### src/rtl/smol_pkg.sv
// Shared types and constants for the smol load/store unit.
package smol_pkg;

  typedef enum logic [1:0] {
    IDLE   = 2'd0,
    REQ    = 2'd1,
    WAIT_R = 2'd2,
    DONE   = 2'd3
  } lsu_state_t;

  localparam logic [2:0] F3_B  = 3'b000;
  localparam logic [2:0] F3_H  = 3'b001;
  localparam logic [2:0] F3_W  = 3'b010;
  localparam logic [2:0] F3_BU = 3'b100;
  localparam logic [2:0] F3_HU = 3'b101;

  localparam logic CAUSE_MISALIGN = 1'b0;
  localparam logic CAUSE_TIMEOUT  = 1'b1;

endpackage

### src/rtl/smol_lsu_if.sv
// Execute-side request, data-memory port and writeback completion bundle.
interface smol_lsu_if;
  logic        req_valid;
  logic        req_ready;
  logic        req_is_store;
  logic [2:0]  req_funct3;
  logic [31:0] req_addr;
  logic [31:0] req_wdata;
  logic [4:0]  req_rd;
  logic        mem_req;
  logic        mem_we;
  logic [31:0] mem_addr;
  logic [31:0] mem_wdata;
  logic [3:0]  mem_wstrb;
  logic        mem_gnt;
  logic        mem_rvalid;
  logic [31:0] mem_rdata;
  logic        done_valid;
  logic        done_we;
  logic [4:0]  done_rd;
  logic [31:0] done_data;
  logic        fault;
  logic        fault_cause;

  // LSU side: masters the memory port, serves the execute stage.
  modport master (
    input  req_valid, req_is_store, req_funct3, req_addr, req_wdata, req_rd,
    output req_ready,
    output mem_req, mem_we, mem_addr, mem_wdata, mem_wstrb,
    input  mem_gnt, mem_rvalid, mem_rdata,
    output done_valid, done_we, done_rd, done_data, fault, fault_cause
  );

  modport slave (
    output req_valid, req_is_store, req_funct3, req_addr, req_wdata, req_rd,
    input  req_ready,
    input  mem_req, mem_we, mem_addr, mem_wdata, mem_wstrb,
    output mem_gnt, mem_rvalid, mem_rdata,
    input  done_valid, done_we, done_rd, done_data, fault, fault_cause
  );
endinterface

### src/rtl/smol_lsu_align.sv
// Byte-lane steering for stores, lane extraction/extension for loads,
// and misalignment detection; purely combinational.
module smol_lsu_align
  import smol_pkg::*;
(
  input  logic [2:0]  funct3,
  input  logic [1:0]  addr_lo,
  input  logic [31:0] st_data,
  input  logic [31:0] ld_word,
  output logic [3:0]  wstrb,
  output logic [31:0] wdata,
  output logic [31:0] ld_data,
  output logic        misaligned
);

  logic [31:0] lane_s;

  // Decode width code into strobes, steered data, extended load and alignment.
  always_comb begin
    lane_s     = ld_word >> {addr_lo, 3'b000};
    wstrb      = 4'b1111;
    wdata      = st_data;
    ld_data    = ld_word;
    misaligned = 1'b0;
    case (funct3)
      F3_B: begin
        wstrb   = 4'b0001 << addr_lo;
        wdata   = {4{st_data[7:0]}};
        ld_data = {{24{lane_s[7]}}, lane_s[7:0]};
      end
      F3_BU: begin
        wstrb   = 4'b0001 << addr_lo;
        wdata   = {4{st_data[7:0]}};
        ld_data = {24'h000000, lane_s[7:0]};
      end
      F3_H: begin
        wstrb      = 4'b0011 << addr_lo;
        wdata      = {2{st_data[15:0]}};
        ld_data    = {{16{lane_s[15]}}, lane_s[15:0]};
        misaligned = addr_lo[0];
      end
      F3_HU: begin
        wstrb      = 4'b0011 << addr_lo;
        wdata      = {2{st_data[15:0]}};
        ld_data    = {16'h0000, lane_s[15:0]};
        misaligned = addr_lo[0];
      end
      // F3_W and the unsupported codes all behave as a word access
      default: begin
        wstrb      = 4'b1111;
        wdata      = st_data;
        ld_data    = ld_word;
        misaligned = (addr_lo != 2'b00);
      end
    endcase
  end

endmodule

### src/rtl/smol_lsu.sv
// Single-outstanding load/store unit between the execute ALU and data memory,
// with misalignment and bus-timeout faults reported on the completion pulse.
module smol_lsu
  import smol_pkg::*;
#(
  parameter int unsigned TIMEOUT_CYCLES = 255
) (
  input  logic       clk,
  input  logic       rst_n,
  smol_lsu_if.master bus
);

  localparam logic        TO_EN   = (TIMEOUT_CYCLES != 32'd0);
  localparam logic [31:0] TO_LAST = TIMEOUT_CYCLES - 32'd1;

  lsu_state_t  state_r, state_s;
  logic        accept_s, gnt_s, rvalid_s, timeout_s, expired_s;
  logic        is_store_r;
  logic [2:0]  funct3_r, al_f3_s;
  logic [1:0]  addr_lo_r, al_lo_s;
  logic [4:0]  rd_r;
  logic [31:0] cnt_r;
  logic [3:0]  al_wstrb_s;
  logic [31:0] al_wdata_s, al_ld_s;
  logic        al_mis_s;

  logic        req_ready_r, mem_req_r, mem_we_r;
  logic [31:0] mem_addr_r, mem_wdata_r;
  logic [3:0]  mem_wstrb_r;
  logic        done_valid_r, done_we_r, fault_r, fault_cause_r;
  logic [4:0]  done_rd_r;
  logic [31:0] done_data_r;

  // In IDLE the aligner sees the incoming request; afterwards the captured one.
  always_comb begin
    if (state_r == IDLE) begin
      al_f3_s = bus.req_funct3;
      al_lo_s = bus.req_addr[1:0];
    end else begin
      al_f3_s = funct3_r;
      al_lo_s = addr_lo_r;
    end
  end

  smol_lsu_align u_align (
    .funct3     (al_f3_s),
    .addr_lo    (al_lo_s),
    .st_data    (bus.req_wdata),
    .ld_word    (bus.mem_rdata),
    .wstrb      (al_wstrb_s),
    .wdata      (al_wdata_s),
    .ld_data    (al_ld_s),
    .misaligned (al_mis_s)
  );

  // State register.
  always_ff @(posedge clk or negedge rst_n) begin
    if (!rst_n) state_r <= IDLE;
    else        state_r <= state_s;
  end

  // Next-state logic; grant/rvalid take priority over an expiring watchdog.
  always_comb begin
    state_s   = state_r;
    accept_s  = 1'b0;
    gnt_s     = 1'b0;
    rvalid_s  = 1'b0;
    timeout_s = 1'b0;
    expired_s = TO_EN && (cnt_r >= TO_LAST);
    case (state_r)
      IDLE: begin
        if (bus.req_valid && req_ready_r) begin
          accept_s = 1'b1;
          state_s  = al_mis_s ? DONE : REQ;
        end else begin
          state_s = IDLE;
        end
      end
      REQ: begin
        if (bus.mem_gnt) begin
          gnt_s   = 1'b1;
          state_s = is_store_r ? DONE : WAIT_R;
        end else if (expired_s) begin
          timeout_s = 1'b1;
          state_s   = DONE;
        end else begin
          state_s = REQ;
        end
      end
      WAIT_R: begin
        if (bus.mem_rvalid) begin
          rvalid_s = 1'b1;
          state_s  = DONE;
        end else if (expired_s) begin
          timeout_s = 1'b1;
          state_s   = DONE;
        end else begin
          state_s = WAIT_R;
        end
      end
      DONE:    state_s = IDLE;
      default: state_s = IDLE;
    endcase
  end

  // Request capture, memory port, watchdog and completion registers.
  always_ff @(posedge clk or negedge rst_n) begin
    if (!rst_n) begin
      req_ready_r   <= 1'b1;
      is_store_r    <= 1'b0;
      funct3_r      <= 3'b000;
      addr_lo_r     <= 2'b00;
      rd_r          <= 5'd0;
      cnt_r         <= 32'd0;
      mem_req_r     <= 1'b0;
      mem_we_r      <= 1'b0;
      mem_addr_r    <= 32'd0;
      mem_wdata_r   <= 32'd0;
      mem_wstrb_r   <= 4'b0000;
      done_valid_r  <= 1'b0;
      done_we_r     <= 1'b0;
      done_rd_r     <= 5'd0;
      done_data_r   <= 32'd0;
      fault_r       <= 1'b0;
      fault_cause_r <= 1'b0;
    end else begin
      req_ready_r <= (state_s == IDLE);
      if (((state_r == REQ) || (state_r == WAIT_R)) &&
          ((state_s == REQ) || (state_s == WAIT_R))) begin
        cnt_r <= cnt_r + 32'd1;
      end else begin
        cnt_r <= 32'd0;
      end
      if (accept_s) begin
        is_store_r  <= bus.req_is_store;
        funct3_r    <= bus.req_funct3;
        addr_lo_r   <= bus.req_addr[1:0];
        rd_r        <= bus.req_rd;
        mem_req_r   <= !al_mis_s;
        mem_we_r    <= bus.req_is_store;
        mem_addr_r  <= {bus.req_addr[31:2], 2'b00};
        mem_wdata_r <= bus.req_is_store ? al_wdata_s : 32'd0;
        mem_wstrb_r <= bus.req_is_store ? al_wstrb_s : 4'b0000;
      end else if (gnt_s || timeout_s) begin
        mem_req_r <= 1'b0;
      end else begin
        mem_req_r <= mem_req_r;
      end
      if (state_s == DONE) begin
        done_valid_r  <= 1'b1;
        done_rd_r     <= accept_s ? bus.req_rd : rd_r;
        done_we_r     <= rvalid_s && (rd_r != 5'd0);
        done_data_r   <= rvalid_s ? al_ld_s : 32'd0;
        fault_r       <= accept_s || timeout_s;
        fault_cause_r <= timeout_s ? CAUSE_TIMEOUT : CAUSE_MISALIGN;
      end else begin
        done_valid_r  <= 1'b0;
        done_rd_r     <= 5'd0;
        done_we_r     <= 1'b0;
        done_data_r   <= 32'd0;
        fault_r       <= 1'b0;
        fault_cause_r <= 1'b0;
      end
    end
  end

  assign bus.req_ready   = req_ready_r;
  assign bus.mem_req     = mem_req_r;
  assign bus.mem_we      = mem_we_r;
  assign bus.mem_addr    = mem_addr_r;
  assign bus.mem_wdata   = mem_wdata_r;
  assign bus.mem_wstrb   = mem_wstrb_r;
  assign bus.done_valid  = done_valid_r;
  assign bus.done_we     = done_we_r;
  assign bus.done_rd     = done_rd_r;
  assign bus.done_data   = done_data_r;
  assign bus.fault       = fault_r;
  assign bus.fault_cause = fault_cause_r;

endmodule

### src/flat_wrapper.sv
// flat-port wrapper written by rule: the top's interface ports become plain ports
module smol_lsu_flat import smol_pkg::*;
#(
  parameter int unsigned TIMEOUT_CYCLES = 255
)
  (clk, rst_n, bus_req_valid, bus_req_is_store, bus_req_funct3, bus_req_addr, bus_req_wdata, bus_req_rd, bus_req_ready, bus_mem_req, bus_mem_we, bus_mem_addr, bus_mem_wdata, bus_mem_wstrb, bus_mem_gnt, bus_mem_rvalid, bus_mem_rdata, bus_done_valid, bus_done_we, bus_done_rd, bus_done_data, bus_fault, bus_fault_cause);
  smol_lsu_if bus_i ();
  input  logic clk;
  input  logic rst_n;
  input wire logic [$bits(bus_i.req_valid)-1:0] bus_req_valid;
  input wire logic [$bits(bus_i.req_is_store)-1:0] bus_req_is_store;
  input wire logic [$bits(bus_i.req_funct3)-1:0] bus_req_funct3;
  input wire logic [$bits(bus_i.req_addr)-1:0] bus_req_addr;
  input wire logic [$bits(bus_i.req_wdata)-1:0] bus_req_wdata;
  input wire logic [$bits(bus_i.req_rd)-1:0] bus_req_rd;
  output wire logic [$bits(bus_i.req_ready)-1:0] bus_req_ready;
  output wire logic [$bits(bus_i.mem_req)-1:0] bus_mem_req;
  output wire logic [$bits(bus_i.mem_we)-1:0] bus_mem_we;
  output wire logic [$bits(bus_i.mem_addr)-1:0] bus_mem_addr;
  output wire logic [$bits(bus_i.mem_wdata)-1:0] bus_mem_wdata;
  output wire logic [$bits(bus_i.mem_wstrb)-1:0] bus_mem_wstrb;
  input wire logic [$bits(bus_i.mem_gnt)-1:0] bus_mem_gnt;
  input wire logic [$bits(bus_i.mem_rvalid)-1:0] bus_mem_rvalid;
  input wire logic [$bits(bus_i.mem_rdata)-1:0] bus_mem_rdata;
  output wire logic [$bits(bus_i.done_valid)-1:0] bus_done_valid;
  output wire logic [$bits(bus_i.done_we)-1:0] bus_done_we;
  output wire logic [$bits(bus_i.done_rd)-1:0] bus_done_rd;
  output wire logic [$bits(bus_i.done_data)-1:0] bus_done_data;
  output wire logic [$bits(bus_i.fault)-1:0] bus_fault;
  output wire logic [$bits(bus_i.fault_cause)-1:0] bus_fault_cause;
  assign bus_i.req_valid = bus_req_valid;
  assign bus_i.req_is_store = bus_req_is_store;
  assign bus_i.req_funct3 = bus_req_funct3;
  assign bus_i.req_addr = bus_req_addr;
  assign bus_i.req_wdata = bus_req_wdata;
  assign bus_i.req_rd = bus_req_rd;
  assign bus_req_ready = bus_i.req_ready;
  assign bus_mem_req = bus_i.mem_req;
  assign bus_mem_we = bus_i.mem_we;
  assign bus_mem_addr = bus_i.mem_addr;
  assign bus_mem_wdata = bus_i.mem_wdata;
  assign bus_mem_wstrb = bus_i.mem_wstrb;
  assign bus_i.mem_gnt = bus_mem_gnt;
  assign bus_i.mem_rvalid = bus_mem_rvalid;
  assign bus_i.mem_rdata = bus_mem_rdata;
  assign bus_done_valid = bus_i.done_valid;
  assign bus_done_we = bus_i.done_we;
  assign bus_done_rd = bus_i.done_rd;
  assign bus_done_data = bus_i.done_data;
  assign bus_fault = bus_i.fault;
  assign bus_fault_cause = bus_i.fault_cause;
  smol_lsu #(.TIMEOUT_CYCLES(TIMEOUT_CYCLES)) u_core (.clk(clk), .rst_n(rst_n), .bus(bus_i));
endmodule
### config.mk
export PLATFORM = sky130hd
export DESIGN_NAME = smol_lsu_flat
export DESIGN_NICKNAME = d
export VERILOG_FILES = /design/src/rtl/smol_pkg.sv /design/src/rtl/smol_lsu_if.sv /design/src/rtl/smol_lsu_align.sv /design/src/rtl/smol_lsu.sv /design/src/flat_wrapper.sv
export SDC_FILE = /design/constraint.sdc
export NUM_CORES = 1
export LEC_CHECK = 0
export ABC_AREA = 0
export CORE_UTILIZATION = 52
export CTS_BUF_LIST = sky130_fd_sc_hd__clkbuf_4 sky130_fd_sc_hd__clkbuf_8 sky130_fd_sc_hd__clkbuf_16
export DETAILED_ROUTE_END_ITERATION = 6
export PLACE_DENSITY_LB_ADDON = 0.2
export SLEW_MARGIN = 20
export SYNTH_ARGS = -nofsm -noshare
export SYNTH_HDL_FRONTEND = slang
export SYNTH_HIERARCHICAL = 1
export SYNTH_SLANG_ARGS = --single-unit
### constraint.sdc
create_clock -name clk -period 5.1 [get_ports clk]
set_input_delay 1.275 -clock clk [delete_from_list [all_inputs] [get_ports clk]]
set_output_delay 1.275 -clock clk [all_outputs]
set_load 0.02 [all_outputs]
# Word-level counts from Yosys, hierarchy flattened
# Index checks and enable logic that the tools add are counted.
[word_totals] reg_bits=154 input_bits=110 elab_cells=85
[op_classes] n_addsub=1 n_lt_le_gt_ge=1 n_eq_ne=9 shift=3 mux=38 n_reduce_logical=16
[op_table] op="32-bit 2-to-1 mux" count=4
[op_table] op="32-bit one-hot mux with 4 select lines" count=1
[op_table] op="32-bit one-hot mux with 2 select lines" count=1
[op_table] op="32-bit by 1-bit adder with 32-bit output, second input constant" count=1
[op_table] op="32-bit by 8-bit greater-or-equal comparator with 1-bit output, second input constant" count=1
[op_table] op="32-bit by 5-bit >> shifter with 16-bit output" count=1
[op_table] op="1-bit 2-to-1 mux" count=18
[op_table] op="2-bit 2-to-1 mux" count=6
[op_table] op="5-bit 2-to-1 mux" count=2
[op_table] op="2-bit == test, second input constant" count=4
[op_table] op="2-bit one-hot mux with 4 select lines" count=1
[op_table] op="4-bit one-hot mux with 2 select lines" count=1
[op_table] op="3-bit == test, second input constant" count=2
[op_table] op="5-bit nonzero test" count=1
[op_table] op="2-bit by 1-bit == test with 1-bit output, second input constant" count=2
[op_table] op="2-bit logical NOT" count=2
[op_table] op="1-bit logical OR" count=4
[op_table] op="4-bit 2-to-1 mux" count=1
[op_table] op="1-bit one-hot mux with 2 select lines" count=2
[op_table] op="2-bit nonzero test" count=2
[op_table] op="2-bit OR reduction" count=2
[op_table] op="1-bit by 2-bit << shifter with 4-bit output, first input constant" count=1
[op_table] op="2-bit by 2-bit << shifter with 4-bit output, first input constant" count=1
[op_table] op="3-bit by 1-bit == test with 1-bit output, second input constant" count=1
[op_table] op="4 further kinds" count=6

# Longest topological paths before layout
# Gate-level depths: netlist (run 1).
[depth] depth_word=12 ltp_mapped=18

# By module
# Netlist (run 1), hierarchy kept.
[modules_own_cells] mod="smol_lsu" instances=1 cells_each=644 area_per_inst_um2=6344.8 seq_area_each_um2=3854.9
[modules_own_cells] mod="smol_lsu_align" instances=1 cells_each=181 area_per_inst_um2=1401.3 seq_area_each_um2=0.0

# Worst setup path before layout (run 1)
# Ideal clock, no wire load.
[synth_timing] path_type="input-to-reg" startpoint="in bus_req_addr[1]" endpoint="reg u_core.done_data_r[22] (netlist: u_core/bus.done_data[22])" t_arrival_ns=3.392 t_required_ns=4.981 path_slack_ns=1.589 path_stages=13 n_path_buf=4 path_cell_list="mux2_2 > buf_4 > buf_2 > clkbuf_1 > o21ai_0 > nand2_1 > nand2_1 > o21ai_0 > a31o_2 > ha_1 > and3_1 > clkbuf_1 > and2_1"
[synth_via] elab_chain_cells=8 word_cells_on_any_way=11
[synth_lines] item="start: declaration" line_no="flat_wrapper.sv:13" source="input wire logic [$bits(bus_i.req_addr)-1:0] bus_req_addr;"
[synth_lines] item="2-bit 2-to-1 mux" line_no="smol_lsu.sv:36" source="if (state_r == IDLE) begin"
[synth_lines] item="2-bit nonzero test" line_no="smol_lsu_align.sv:53" source="misaligned = (addr_lo != 2'b00);"
[synth_lines] item="1-bit one-hot mux with 2 select lines" line_no="smol_lsu_align.sv:25" source="case (funct3)"
[synth_lines] item="via u_core.al_mis_s" line_no="smol_lsu.sv:25" source="logic al_mis_s;"
[synth_lines] item="2-bit 2-to-1 mux" line_no="smol_lsu.sv:74" source="state_s = al_mis_s ? DONE : REQ;"
[synth_lines] item="2-bit 2-to-1 mux" line_no="smol_lsu.sv:72" source="if (bus.req_valid && req_ready_r) begin"
[synth_lines] item="2-bit one-hot mux with 4 select lines" line_no="smol_lsu.sv:70" source="case (state_r)"
[synth_lines] item="via u_core.state_s[1]" line_no="smol_lsu.sv:16" source="lsu_state_t state_r, state_s;"
[synth_lines] item="2-bit == test" line_no="smol_lsu.sv:149" source="if (state_s == DONE) begin"
[synth_lines] item="32-bit 2-to-1 mux" line_no="smol_lsu.sv:149"
[synth_lines] item="end signal: assignment" line_no="smol_lsu.sv:153" source="done_data_r <= rvalid_s ? al_ld_s : 32'd0;"
[synth_lines] item="end: declaration" line_no="smol_lsu.sv:32" source="logic [31:0] done_data_r;"
# The timed path passes the listed nets, and every way through them passes these cells.
# A chain may end at the register's enable or synchronous reset.

# Final worst setup path (run 1)
[layout_timing] startpoint="in bus_req_addr[0]" endpoint="reg u_core.done_data_r[9] (netlist: u_core/bus.done_data[9])"
[layout_via] elab_chain_cells=8 word_cells_on_any_way=11
[layout_lines] item="2-bit 2-to-1 mux (*)" line_no="smol_lsu.sv:36"
[layout_lines] item="via u_core.al_lo_s[0]" line_no="smol_lsu.sv:20" source="logic [1:0] addr_lo_r, al_lo_s;"
[layout_lines] item="2-bit nonzero test" line_no="smol_lsu_align.sv:53"
[layout_lines] item="1-bit one-hot mux with 2 select lines (*)" line_no="smol_lsu_align.sv:25"
[layout_lines] item="via u_core.al_mis_s" line_no="smol_lsu.sv:25"
[layout_lines] item="2-bit 2-to-1 mux (*)" line_no="smol_lsu.sv:74"
[layout_lines] item="2-bit 2-to-1 mux (*)" line_no="smol_lsu.sv:72"
[layout_lines] item="2-bit one-hot mux with 4 select lines (*)" line_no="smol_lsu.sv:70"
[layout_lines] item="via u_core.state_s[1]" line_no="smol_lsu.sv:16"
[layout_lines] item="2-bit == test (*)" line_no="smol_lsu.sv:149"
[layout_lines] item="32-bit 2-to-1 mux (*)" line_no="smol_lsu.sv:149"
# Mark *: on every way through the listed nets, which the timed path passes. The rest lies on a longest branch.

==> impl_metrics.csv, run 1 <==
group,metric,value,unit
finish,drive_gt1_frac,0.09332,
critical_path,path_cells,"clkdlybuf4s50_1, mux2_2, o21ai_0, nand2_1, nand2_1, o21ai_0, a31o_2, ha_1, and3_1, and2_1",
critical_path,path_class,"input pin to flip-flop",
floorplan,io_pins,222,
finish,n_antenna_cell,0,
detailed_routing,drt_wl_total,20.94,mm
yosys,seq_area_frac_synth,0.4977,
finish,areaGrowthSynthToFinish,35.37,%
cts,clkLatencyLatePin,0.43,ns
yosys,syn_area_per_cell,9.389,um^2
yosys,ys_top_cells_by_area,"dfrtp_1 49%, nand2_1 12%, mux2_2 4.1%",
grt,grt_max_degree,106,
yosys,synth_compound_area_frac,0.1102,
cts,cts_root_buf,"clkbuf_16",
yosys,synth_top_family_by_area,"simple AND/OR/NAND/NOR gates",
yosys,synth-xor-area-share,0.01131,
place,numPortBuffers,219,
grt,grt_pass1_vias,6663,
critical_path,crit_fanout,33,
finish,fill_cells,1094,
sta,hold_viol,0,
critical_path,cp.arrival,4.29,ns
cts,htree_levels,4,
detailed_routing,drt_iter0_markers,674,
cts,clk_pin_slew,0.07,ns
grt,grt_pass1_wl,33.65,mm
yosys,synth_fa_ha_area_frac,0.01131,
sta,setup_slack,1.168,ns
critical_path,cp.required,5.45,ns
critical_path,startpoint_type,"input pin",
power,cellPowerDensity,498.7,nW/um^2
yosys,synth_largest_area_cell,"dfrtp_1",
yosys,synth_area,7746,um^2
sta,slew_headroom,0.3553,
floorplan,row_count,44,
floorplan,start_util,0.5330,
yosys,synth-simple-area-share,0.2441,
cts,clkSinkCount,154,
detailed_routing,drc_errors,0,
finish,final_cell_mix,"240 x nand2_1, 218 x clkdlybuf4s50_1, 153 x dfrtp_1",
cts,cts_buffer_depth,2,
run,drv_cap,0,
sta,fin_tns_setup,0,ns
floorplan,die_h,124.1,um
detailed_routing,vias,6770,
place,dp_slack,0.7994,ns
detailed_routing,drt_first_pass_iters,6,
finish,fin_nets,1122,
power,p_leak,4.785,nW
sta,tightest_slew,0.9670,ns
yosys,syn_inst,825,
finish,layout_commonest_cell,"nand2_1",
sta,min_period,3.932,ns
detailed_routing,ant_nets,0,
floorplan,fp.dieW,124.1,um
yosys,synth_cell_types,64,
min_path,min_path_type,"flip-flop to flip-flop",
yosys,muxShareOfSynthArea,0.06946,
yosys,netlist.area_leader.share,0.4943,
detailed_routing,vias_per_cell,5.632,
critical_path,end_kind,"flip-flop",
place,dp_hpwl,14.17,mm
sta,max_freq,254.3,MHz
cts,ctsHoldBuffers,0,
cts,cts_made_buffers,17,
floorplan,design.core.area,14530,um^2
grt,grt.overflow.total,0,
sta,slew_viol_final,0,
power,total_power,5.229,mW
grt,antenna_found_initial,0,
yosys,async_reset_ff_frac,1.000,
detailed_routing,routedWlPerCell,17.42,um
yosys,synth_seq_cells,154,
cts,ctsResizeCount,0,
power,vdd_ir_drop_max,0.3366,mV
place,place_congestion,0.8831,
cts,cts_tree,"done",
sta,setup_violations,0,
critical_path,slowest_delay,0.80,ns
run_status,status,"finished, final reports clean",
critical_path,critPathSlowestCell,"and3_1",
sta,finalClockSkew,0.009419,ns
cts,cts_setup_buffers,0,
yosys,yosys_warnings,6,
sta,rsz0062_at_grt,"false",
grt,gr-usage-all-layers,0.2885,
sta,min_period_over_period,0.7710,
yosys,ys.flop_type,"dfrtp_1",
yosys,synth_enable_flop_cells,0,
floorplan,die_area,15390,um^2
sequential cells by signal, summed over array words and instances (netlist names), 2 cells and up:
signal / cells
u_core/bus.done_rd: 5
u_core/bus.mem_wdata: 32
u_core/bus.mem_addr: 30
u_core/addr_lo_r: 2
u_core/funct3_r: 3
u_core/rd_r: 5
u_core/bus.done_data: 32
u_core/cnt_r: 32
u_core/state_r: 2
u_core/bus.mem_wstrb: 4
per-stage QoR:
step / hold slack [ns] / utilization / area (um^2) / instances
6_report: 0.4656 / 0.7215 / 10490 / 1202
5_1_grt: 0.4926 / 0.7215 / 10490 / 1202
4_1_cts: 0.4691 / 0.7215 / 10490 / 1202
3_5_place_dp: 0.4547 / 0.6801 / 9884 / 1170
3_3_place_gp: 0.4481 / 0.6801 / 9884 / 1170
2_1_floorplan: 0.4417 / - / 7750 / 826
cells in the mapped netlist (all sizes together) (7+ instances only):
master	count
mux2i	20
and2	42
buf	34
a21oi	19
o32ai	8
o21ai	28
dfrtp	153
o211a	7
nor4	8
a22oi	7
inv	19
mux2	28
nand4	8
or4	11
or3	8
o31ai	20
nand2	240
clkbuf	32
o221ai	8
nand3	46
nor2	18
ha	7
layer usage:
layer  vias up  GRT usage  share of wire
met5         -          0              0
met4         0     0.1399          0.038
met3        49    0.08745          0.081
met2       293     0.4624           0.48
met1      3251     0.3538           0.40
li1       3177          -              -
where the power goes:
part	total [mW]	switching, mW	internal (mW)
combinational	2.24	1.29	0.947
sequential	1.70	0.177	1.52
clock	1.29	0.552	0.739
layout make-up:
class                   instances  area [um^2]  area share
clock buffers                  17        425.4     0.04057
clock inverters                15        176.4     0.01682
inverters                      20        75.07    0.007159
multi-input cells             586         3478      0.3317
flip-flops and latches        154         3855      0.3676
well taps                     184        230.2     0.02195
repair buffers                226         2246      0.2142
logic make-up after synthesis:
kind of cell,Yosys count
xor+xnor,10
fa+ha+maj,7
other cells,1
mux,49
simple gates,404
compound gates,114
buf+inv,86
flops,154
worst paths after layout:
check	startpoint	to	slack, ns	cells past startpoint
worst max-delay path	bus_req_addr[0]	u_core/bus.done_data[9]	1.17	10
worst min-delay path	u_core/bus.mem_wdata[0]	u_core/bus.mem_wdata[0]	0.47	2
worst max register to register	u_core/state_r[0]	u_core/bus.done_data[9]	1.41	11
worst min register to register	u_core/bus.mem_wdata[0]	u_core/bus.mem_wdata[0]	0.47	2
max in group asynchronous	rst_n	u_core/bus.mem_wdata[28]	3.19	2
min in group asynchronous	rst_n	u_core/bus.done_data[2]	0.95	1
worst max-delay path: cells and delay by family:
family,cells,cell delay (ns)
adder cells (fa/ha/maj),1,0.31
buffers and inverters,1,0.47
AO/OA/AOI/OAI,3,0.44
multiplexers,1,0.57
AND/OR/NAND/NOR,4,1.20
No activity file was read; power rests on OpenSTA's default activity.
==> run 2: changes to the inputs <==
CORE_UTILIZATION = 48   (was 52)
clock period = 4.1 ns   (was 5.1 ns; I/O delays follow)
==> impl_metrics.csv, run 2 (synthesis results as in run 1) <==
group,metric,value,unit
cts,ctsHoldBuffers,0,
min_path,min_path_type,"flip-flop to flip-flop",
finish,fill_cells,1305,
grt,gr-usage-met2,0.4528,
place,dp_slack,0.2898,ns
finish,areaGrowthSynthToFinish,36.15,%
floorplan,die_area,16650,um^2
cts,cts_root_buf,"clkbuf_16",
power,vdd_ir_drop_max,0.3956,mV
cts,htree_levels,4,
grt,antenna_found_initial,0,
critical_path,critPathSlowestCell,"and3_1",
grt,gr-usage-all-layers,0.2707,
grt,grt_pass1_vias,6796,
cts,ctsResizeCount,0,
place,place_congestion,0.8774,
finish,n_antenna_cell,0,
grt,grt-busiest-layer,"met2",
critical_path,end_kind,"flip-flop",
finish,layout_commonest_cell,"nand2_1",
detailed_routing,drc_errors,1,
sta,hold_viol,0,
floorplan,io_pins,222,
power,cellPowerDensity,612.9,nW/um^2
detailed_routing,drt_first_pass_iters,7,
grt,gr-usage-met3,0.08836,
cts,cts_made_buffers,17,
critical_path,crit_fanout,33,
place,numPortBuffers,219,
floorplan,design.core.area,15830,um^2
critical_path,cp.required,4.40,ns
critical_path,startpoint_type,"flip-flop",
detailed_routing,vias_per_cell,5.345,
grt,grt.overflow.total,0,
power,p_leak,4.806,nW
critical_path,crit_buf_inv,1,
grt,use_met1,0.3313,
critical_path,cpLargestDelayFamily,"simple AND/OR/NAND/NOR gates",
grt,grt_max_degree,87,
cts,cts_setup_buffers,0,
sta,min_period_over_period,0.8391,
place,dp_hpwl,14.49,mm
sta,max_freq,290.7,MHz
critical_path,slowest_delay,0.52,ns
sta,tightest_slew,0.9417,ns
run_status,status,"finished with violations",
sta,rsz0062_at_grt,"false",
floorplan,row_count,46,
cts,clkLatencyLatePin,0.42,ns
sta,min_period,3.440,ns
sta,finalClockSkew,0.01278,ns
run,drv_cap,0,
detailed_routing,vias,6633,
detailed_routing,routedWlPerCell,17.12,um
cts,cts_tree,"done",
floorplan,fp.dieW,129.0,um
detailed_routing,drt_wl_total,21.25,mm
critical_path,regToRegSetupSlack,0.66,ns
cts,cts_buffer_depth,2,
sta,slew_viol_final,0,
cts,clkSinkCount,154,
floorplan,die_h,129.0,um
sta,setup_violations,0,
finish,final_cell_mix,"240 x nand2_1, 218 x clkdlybuf4s50_1, 153 x dfrtp_1",
critical_path,cp.arrival,3.74,ns
sta,setup_slack,0.6598,ns
grt,grt_pass1_wl,34.72,mm
detailed_routing,ant_nets,0,
cts,clk_pin_slew,0.07,ns
detailed_routing,drt_iter0_markers,429,
run_status,violations,"design-rule violations",
finish,drive_gt1_frac,0.09951,
sta,fin_tns_setup,0,ns
critical_path,path_class,"flip-flop to flip-flop",
sta,slew_headroom,0.3722,
floorplan,start_util,0.4894,
critical_path,path_cells,"inv_1, ha_1, mux2_2, o21ai_0, nand2_1, nand2_1, o21ai_0, a31o_2, ha_1, and3_1, and2_1",
finish,fin_nets,1129,
## run 2: cell count changes in the layout (fill, tap and decap cells not counted), sizes merged
cell and change:
clkinv +2, buf +7, inv -4, clkbuf +2, clkinvlp +1, bufinv -1
## run 2: through the flow
stage	instance area, um^2	cells	hold slack (ns)	power, mW	util
6_report	10550	1241	0.4690	6.464	0.6663
5_1_grt	10550	1241	0.4966	6.861	0.6663
4_1_cts	10550	1241	0.4726	6.501	0.6663
3_5_place_dp	9977	1209	0.4594	4.955	0.6304
3_3_place_gp	9977	1209	0.4486	4.921	0.6304
2_1_floorplan	7750	826	0.4417	3.813	-
## run 2: worst register-to-register path: cells and delay by family (launching register included)
family / cells / cell delay (ns)
and+or+nand+nor: 4 / 1.08
DFF: 1 / 0.39
buffers and inverters: 1 / 0.08
muxes: 1 / 0.43
adders and majority gates: 2 / 0.77
AOI/OAI and AO/OA: 3 / 0.57
## run 2: power breakdown
part	total (mW)	switching, mW	internal (mW)
Combinational	2.83	1.62	1.21
Clock	1.52	0.651	0.871
Sequential	2.12	0.218	1.90
Total	6.46	2.49	3.97
## run 2: path summary, 6_finish.rpt
kind	start	to	cells after the start
max	u_core/state_r[0]	u_core/bus.done_data[14]	11
min	u_core/bus.mem_wdata[16]	u_core/bus.mem_wdata[16]	2
max reg2reg	u_core/state_r[0]	u_core/bus.done_data[14]	11
min reg2reg	u_core/bus.mem_wdata[16]	u_core/bus.mem_wdata[16]	2
max in group asynchronous	rst_n	u_core/bus.done_data[8]	2
min in group asynchronous	rst_n	u_core/bus.done_data[21]	1
## run 2: cell type report
type                       instances  area [um^2]  area share
multi-input combinational        586         3478      0.3298
timing repair buffer             233         2298      0.2179
inverter                          20        75.07    0.007118
tap                              216        270.3     0.02563
clock buffer                      19        452.9     0.04295
clock inverter                    13        116.4     0.01103
sequential                       154         3855      0.3655
## run 2: routing by layer
metal | share of wire | vias up | routed length (um)
met5 | 0 | - | 0
met4 | 0.021 | 0 | 453
met3 | 0.091 | 36 | 1926
met2 | 0.47 | 259 | 10050
met1 | 0.41 | 3162 | 8818
li1 | - | 3176 | -
